`config.mk`:
```
export PLATFORM = sky130hd
export DESIGN_NAME = wakeupspi_cmd_sched
export DESIGN_NICKNAME = d
export VERILOG_FILES = /design/src/rtl/wakeupspi_cmd_sched.sv
export SDC_FILE = /design/constraint.sdc
export NUM_CORES = 1
export LEC_CHECK = 0
export CAP_MARGIN = 20
export CORE_ASPECT_RATIO = 0.5
export CORE_UTILIZATION = 55
export CTS_BUF_LIST = sky130_fd_sc_hd__clkbuf_16
export DETAILED_ROUTE_END_ITERATION = 8
export GPL_TIMING_DRIVEN = 1
export PLACE_DENSITY = 0.75
export RECOVER_POWER = 25
export SKIP_CTS_REPAIR_TIMING = 1
export SLEW_MARGIN = 15
export SYNTH_ARGS = -nofsm -noshare
export SYNTH_HDL_FRONTEND = slang
export SYNTH_SLANG_ARGS = --single-unit
```
`constraint.sdc`:
```
create_clock -name clk_i -period 3.6 [get_ports clk_i]
set_clock_uncertainty 0.05 [all_clocks]
set_input_delay 0.54 -clock clk_i [delete_from_list [all_inputs] [get_ports clk_i]]
set_output_delay 0.54 -clock clk_i [all_outputs]
set_load 0.005 [all_outputs]
```
`src/rtl/wakeupspi_cmd_sched.sv`:
```
// Wake-up SPI command scheduler: replays a programmed list of SPI
// command words for N passes, with stall timeout and abort.

module wakeupspi_cmd_sched #(
    parameter int DEPTH = 8,
    parameter int TMO_W = 16
) (
    input  logic                     clk_i,
    input  logic                     rstn_i,
    input  logic                     prog_we_i,
    input  logic [$clog2(DEPTH)-1:0] prog_addr_i,
    input  logic [31:0]              prog_data_i,
    input  logic [$clog2(DEPTH):0]   cfg_len_i,
    input  logic [7:0]               cfg_repeat_i,
    input  logic [TMO_W-1:0]         cfg_timeout_i,
    input  logic                     trig_i,
    input  logic                     abort_i,
    output logic [31:0]              cmd_o,
    output logic                     cmd_valid_o,
    input  logic                     cmd_ready_i,
    input  logic                     eot_i,
    output logic                     busy_o,
    output logic                     done_o,
    output logic                     err_o
);

    localparam int AW = $clog2(DEPTH);

    typedef enum logic [1:0] {
        S_IDLE  = 2'd0,
        S_ISSUE = 2'd1,
        S_WAIT  = 2'd2
    } state_t;

    state_t           r_state;
    state_t           w_state_nxt;
    logic [31:0]      r_slot [DEPTH];
    logic [AW-1:0]    r_idx;
    logic [AW:0]      r_len;
    logic [7:0]       r_rep;
    logic [TMO_W-1:0] r_tmo;
    logic [TMO_W-1:0] r_cnt;
    logic             r_done;
    logic             r_err;

    logic             w_start;
    logic             w_hs;
    logic             w_last;
    logic             w_stall;
    logic [TMO_W-1:0] w_cnt_inc;
    logic             w_tmo_hit;
    logic             w_done_set;
    logic             w_err_set;

    assign w_start   = (r_state == S_IDLE) && trig_i && (cfg_len_i != '0);
    assign w_hs      = (r_state == S_ISSUE) && cmd_ready_i;
    assign w_last    = ({1'b0, r_idx} == (r_len - 1'b1));
    assign w_stall   = ((r_state == S_ISSUE) && !cmd_ready_i)
                    || ((r_state == S_WAIT) && !eot_i);
    assign w_cnt_inc = (&r_cnt) ? r_cnt : r_cnt + 1'b1;
    // Compare the post-increment value so the limit fires on the Nth stall cycle
    assign w_tmo_hit = w_stall && (r_tmo != '0) && (w_cnt_inc == r_tmo);

    assign w_done_set = !abort_i && (r_state == S_WAIT) && eot_i
                     && (r_rep == '0);
    assign w_err_set  = !abort_i && w_tmo_hit;

    always_ff @(posedge clk_i or negedge rstn_i) begin
        if (!rstn_i) begin
            r_state <= S_IDLE;
        end else begin
            r_state <= w_state_nxt;
        end
    end

    always_comb begin
        w_state_nxt = r_state;
        if (abort_i) begin
            w_state_nxt = S_IDLE;
        end else begin
            unique case (r_state)
                S_IDLE: begin
                    if (w_start) w_state_nxt = S_ISSUE;
                end
                S_ISSUE: begin
                    if (w_tmo_hit)
                        w_state_nxt = S_IDLE;
                    else if (w_hs && w_last)
                        w_state_nxt = S_WAIT;
                end
                S_WAIT: begin
                    if (w_tmo_hit)
                        w_state_nxt = S_IDLE;
                    else if (eot_i)
                        w_state_nxt = (r_rep == '0) ? S_IDLE : S_ISSUE;
                end
                default: w_state_nxt = S_IDLE;
            endcase
        end
    end

    always_comb begin
        cmd_valid_o = (r_state == S_ISSUE);
        cmd_o       = (r_state == S_ISSUE) ? r_slot[r_idx] : '0;
        busy_o      = (r_state != S_IDLE);
        done_o      = r_done;
        err_o       = r_err;
    end

    always_ff @(posedge clk_i or negedge rstn_i) begin
        if (!rstn_i) begin
            for (int i = 0; i < DEPTH; i++) r_slot[i] <= '0;
        end else if (prog_we_i && (r_state == S_IDLE)) begin
            r_slot[prog_addr_i] <= prog_data_i;
        end
    end

    always_ff @(posedge clk_i or negedge rstn_i) begin
        if (!rstn_i) begin
            r_idx  <= '0;
            r_len  <= '0;
            r_rep  <= '0;
            r_tmo  <= '0;
            r_cnt  <= '0;
            r_done <= 1'b0;
            r_err  <= 1'b0;
        end else begin
            r_done <= w_done_set;
            r_err  <= w_err_set;
            if (w_start && !abort_i) begin
                r_len <= cfg_len_i;
                r_rep <= cfg_repeat_i;
                r_tmo <= cfg_timeout_i;
            end else if ((r_state == S_WAIT) && (w_state_nxt == S_ISSUE)) begin
                r_rep <= r_rep - 1'b1;
            end
            // Every state change restarts the pass pointer and stall timer
            if (w_state_nxt != r_state)
                r_idx <= '0;
            else if (w_hs && !w_last)
                r_idx <= r_idx + 1'b1;
            if ((w_state_nxt != r_state) || w_hs)
                r_cnt <= '0;
            else if (w_stall)
                r_cnt <= w_cnt_inc;
        end
    end

endmodule

```
==> run metrics <==
CP Max Fanout=19; Post-synth EDFFs=0; Die X=roughly 230 µm; Worst Path Arrival=around 2800 ps; minimum hold slack=about 450 ps; Nets=about 1300; global-route wire length before repair=around 56 mm; Reg clk slew, reported paths=about 70 ps; hold path startpoint=r_slot[162]; htree depth=1; Residual DRC=10; Mapped Area=around 0.015 mm²; Pwr Density=~630 mW/mm²; CORE AREA=0.0265 mm²; Slew @ Worst Pin=approximately 2300 ps; via count=about 9400; # IOs=around 110; Seq cells post-synth=slightly above 300; status=finished, violations left; pre-CTS worst setup slack=~260 ps; Routed Wire Length=approximately 34 mm; Final Hold Viols=0; worst vdd ir=just over 400 µV; Clock Sinks=between 300 and 400; hold path depth=1; worst relative slew slack=-0.546; Crit. End Element=primary output; GR Util All Layers=0.258; R2R Setup Slk=around 420 ps; cell-internal power=7.77 mW; most common cell after layout, fill and taps aside=dfrtp_1; sequential cell area fraction in the yosys report=0.518; grt ovf=0; Cell Rows=42; failing checks=design-rule violations, max-capacitance violations, max-slew violations; largest net degree at the start of global routing=87; Required @ worst endpoint=roughly 3000 ps; fraction of registers with async set or reset after synthesis=1.00; Final Max Slew Viols=between 80 and 90; placed inst area=0.0165 mm²; worst skew pair latency=570 ps; drt initial violations=~610; Fmax=299 MHz; Clock Power Share=0.266; Synth top area share=0.518; # placed instances=1534; die area=about 0.028 mm²; Area growth, synth to finish=17.1%; WL/cell=~21 µm; Power, Total=10.9 mW; crit path time final=3340 ps; RSZ-0062 raised after global routing=no; crit-path max cell delay=approximately 640 ps; Clock Tree Root=clkbuf_16; gpl congestion=between 0.8 and 0.9; Detailed Routing Iterations Pass 1=7; Critical Path Slowest Stage Cell=dfrtp_4; share of power burned in registers=0.458; Vias/cell=between 5 and 6; Yosys cell types=59; antenna violations before repair=0; Final Util=0.656; Hold Path Sink=r_slot[162]; CTS Buffer Depth=3; combinational share of power=0.276; starting density of the core=0.560; Reg-to-Reg End=r_cnt[1]; vias in the first global route=just over 10000; startpoint types=flip-flop; layout cells sized above 1=0.338; final cycle utilization of the critical path=0.929; CP cell instances=buf_12, mux4_2, mux2i_1, nor2_1, clkdlybuf4s50_1; port bufs=approximately 110; Synth area leaders=dfrtp_1 52%, mux2_2 19%, mux4_2 9.7%; Setup TNS=0 ps; # setup viols final=0; critical path type=flip-flop to primary output; NetSw=about 3.1 mW; fin area=roughly 0.017 mm²; Register-to-Register Path Depth=9; switching fraction of total power=0.287; Primary FF master, synth=dfrtp_1; most frequent cells in the layout=304 x dfrtp_1, 256 x mux2_2, 104 x clkdlybuf4s50_1; Syn Nets=1189; worst min path class=flip-flop to flip-flop; post-synth top area cell=dfrtp_1; CTS Buf Count=28; CTS tree=yes; DP HPWL=between 20 and 25 mm; synth warn=0; worst setup margin=~260 ps; reg2reg start=r_cnt[0]; max-cap viol count=1; leak pwr=between 7 and 8 nW; Routed Antenna Nets=0; Die Y=about 120 µm; Syn Area/Cell=13.3 µm²; Synth Instances=1114; Finished Layout Cells=approximately 1600
sequential cells by signal (all words and copies together) (netlist names):
| signal | count |
|---|---|
| r_state | 2 |
| r_slot | 256 |
| r_rep | 8 |
| r_idx | 3 |
| r_cnt | 16 |
| r_tmo | 16 |
| err_o | 1 |
| done_o | 1 |
| r_len | 4 |
worst max path at each step:
stage | end | start
CTS | cmd_o[13] | r_idx[0]
global placement | r_cnt[1] | eot_i
floorplan | cmd_o[14] | r_idx[0]
detailed placement | r_cnt[1] | eot_i
finish | cmd_o[13] | r_idx[0]
global route | r_cnt[1] | r_cnt[0]
routing by layer:
metal	track usage	up-vias	wire length, µm
met3	0.0363	51	937
met1	0.356	4968	15500
met2	0.437	134	16900
met4	0.0552	0	707
met5	0	-	0
li1	-	4293	-
Yosys cell counts, types with 2 or more instances:
library cell  instances
a21oi_1              17
a311o_1               2
a31oi_1               5
and3_1                7
and4_1                2
buf_1                36
buf_2                 6
buf_6                 2
clkbuf_1             26
dfrtp_1             307
ha_1                  5
inv_1                12
mux2_2              256
mux2i_1              39
mux4_2               64
nand2_1              94
nand2b_1              5
nand3_1              12
nand4_1               9
nand4b_1              3
nor2_1               49
nor2b_1              10
nor3_1               20
nor3b_1               2
nor4_1               26
o211ai_1              2
o21a_1                3
o21ai_0              23
o22ai_1               2
o31ai_1               3
or3_1                 3
or4_1                 4
xnor2_1              23
xor2_1               10
worst max-delay path, delay by kind of cell (launching register included):
kind | cells | cell delay, ps
flops | 1 | 640
buf+inv | 2 | 740
mux | 2 | 690
simple gates | 1 | 80
cells by family (layout without fill, tap and decap cells):
| logic type | after synthesis | after routing | synth area share |
|---|---|---|---|
| mux | 359 | 359 | 0.318 |
| flops | 307 | 307 | 0.518 |
| simple gates | 258 | 258 | 0.0872 |
| buf+inv | 83 | 204 | 0.0228 |
| compound gates | 68 | 68 | 0.0289 |
| xor+xnor | 34 | 34 | 0.0211 |
| fa+ha+maj | 5 | 5 | 0.00422 |
| other cells | 0 | 1 | 0 |
power groups by stage:
stage                     clock (mW)  combinational [mW]  sequential (mW)
final                           2.90                3.01             4.99
after global routing            3.11                3.28             5.11
after CTS                       2.96                3.01             5.01
after detailed placement           0                2.99             5.07
after global placement             0                2.90             4.98
after floorplan                    0                2.27             4.79
layout make-up:
type / count / area [µm²]
fillers: 1960 / 9120
flip-flops and latches: 307 / 7690
multi-input cells: 724 / 6830
repair buffers: 141 / 1480
clock buffers: 28 / 701
well taps: 352 / 440
clock inverters: 23 / 188
inverters: 12 / 45.0
diodes: 1 / 2.50
Power figures use the tool's default switching activity.
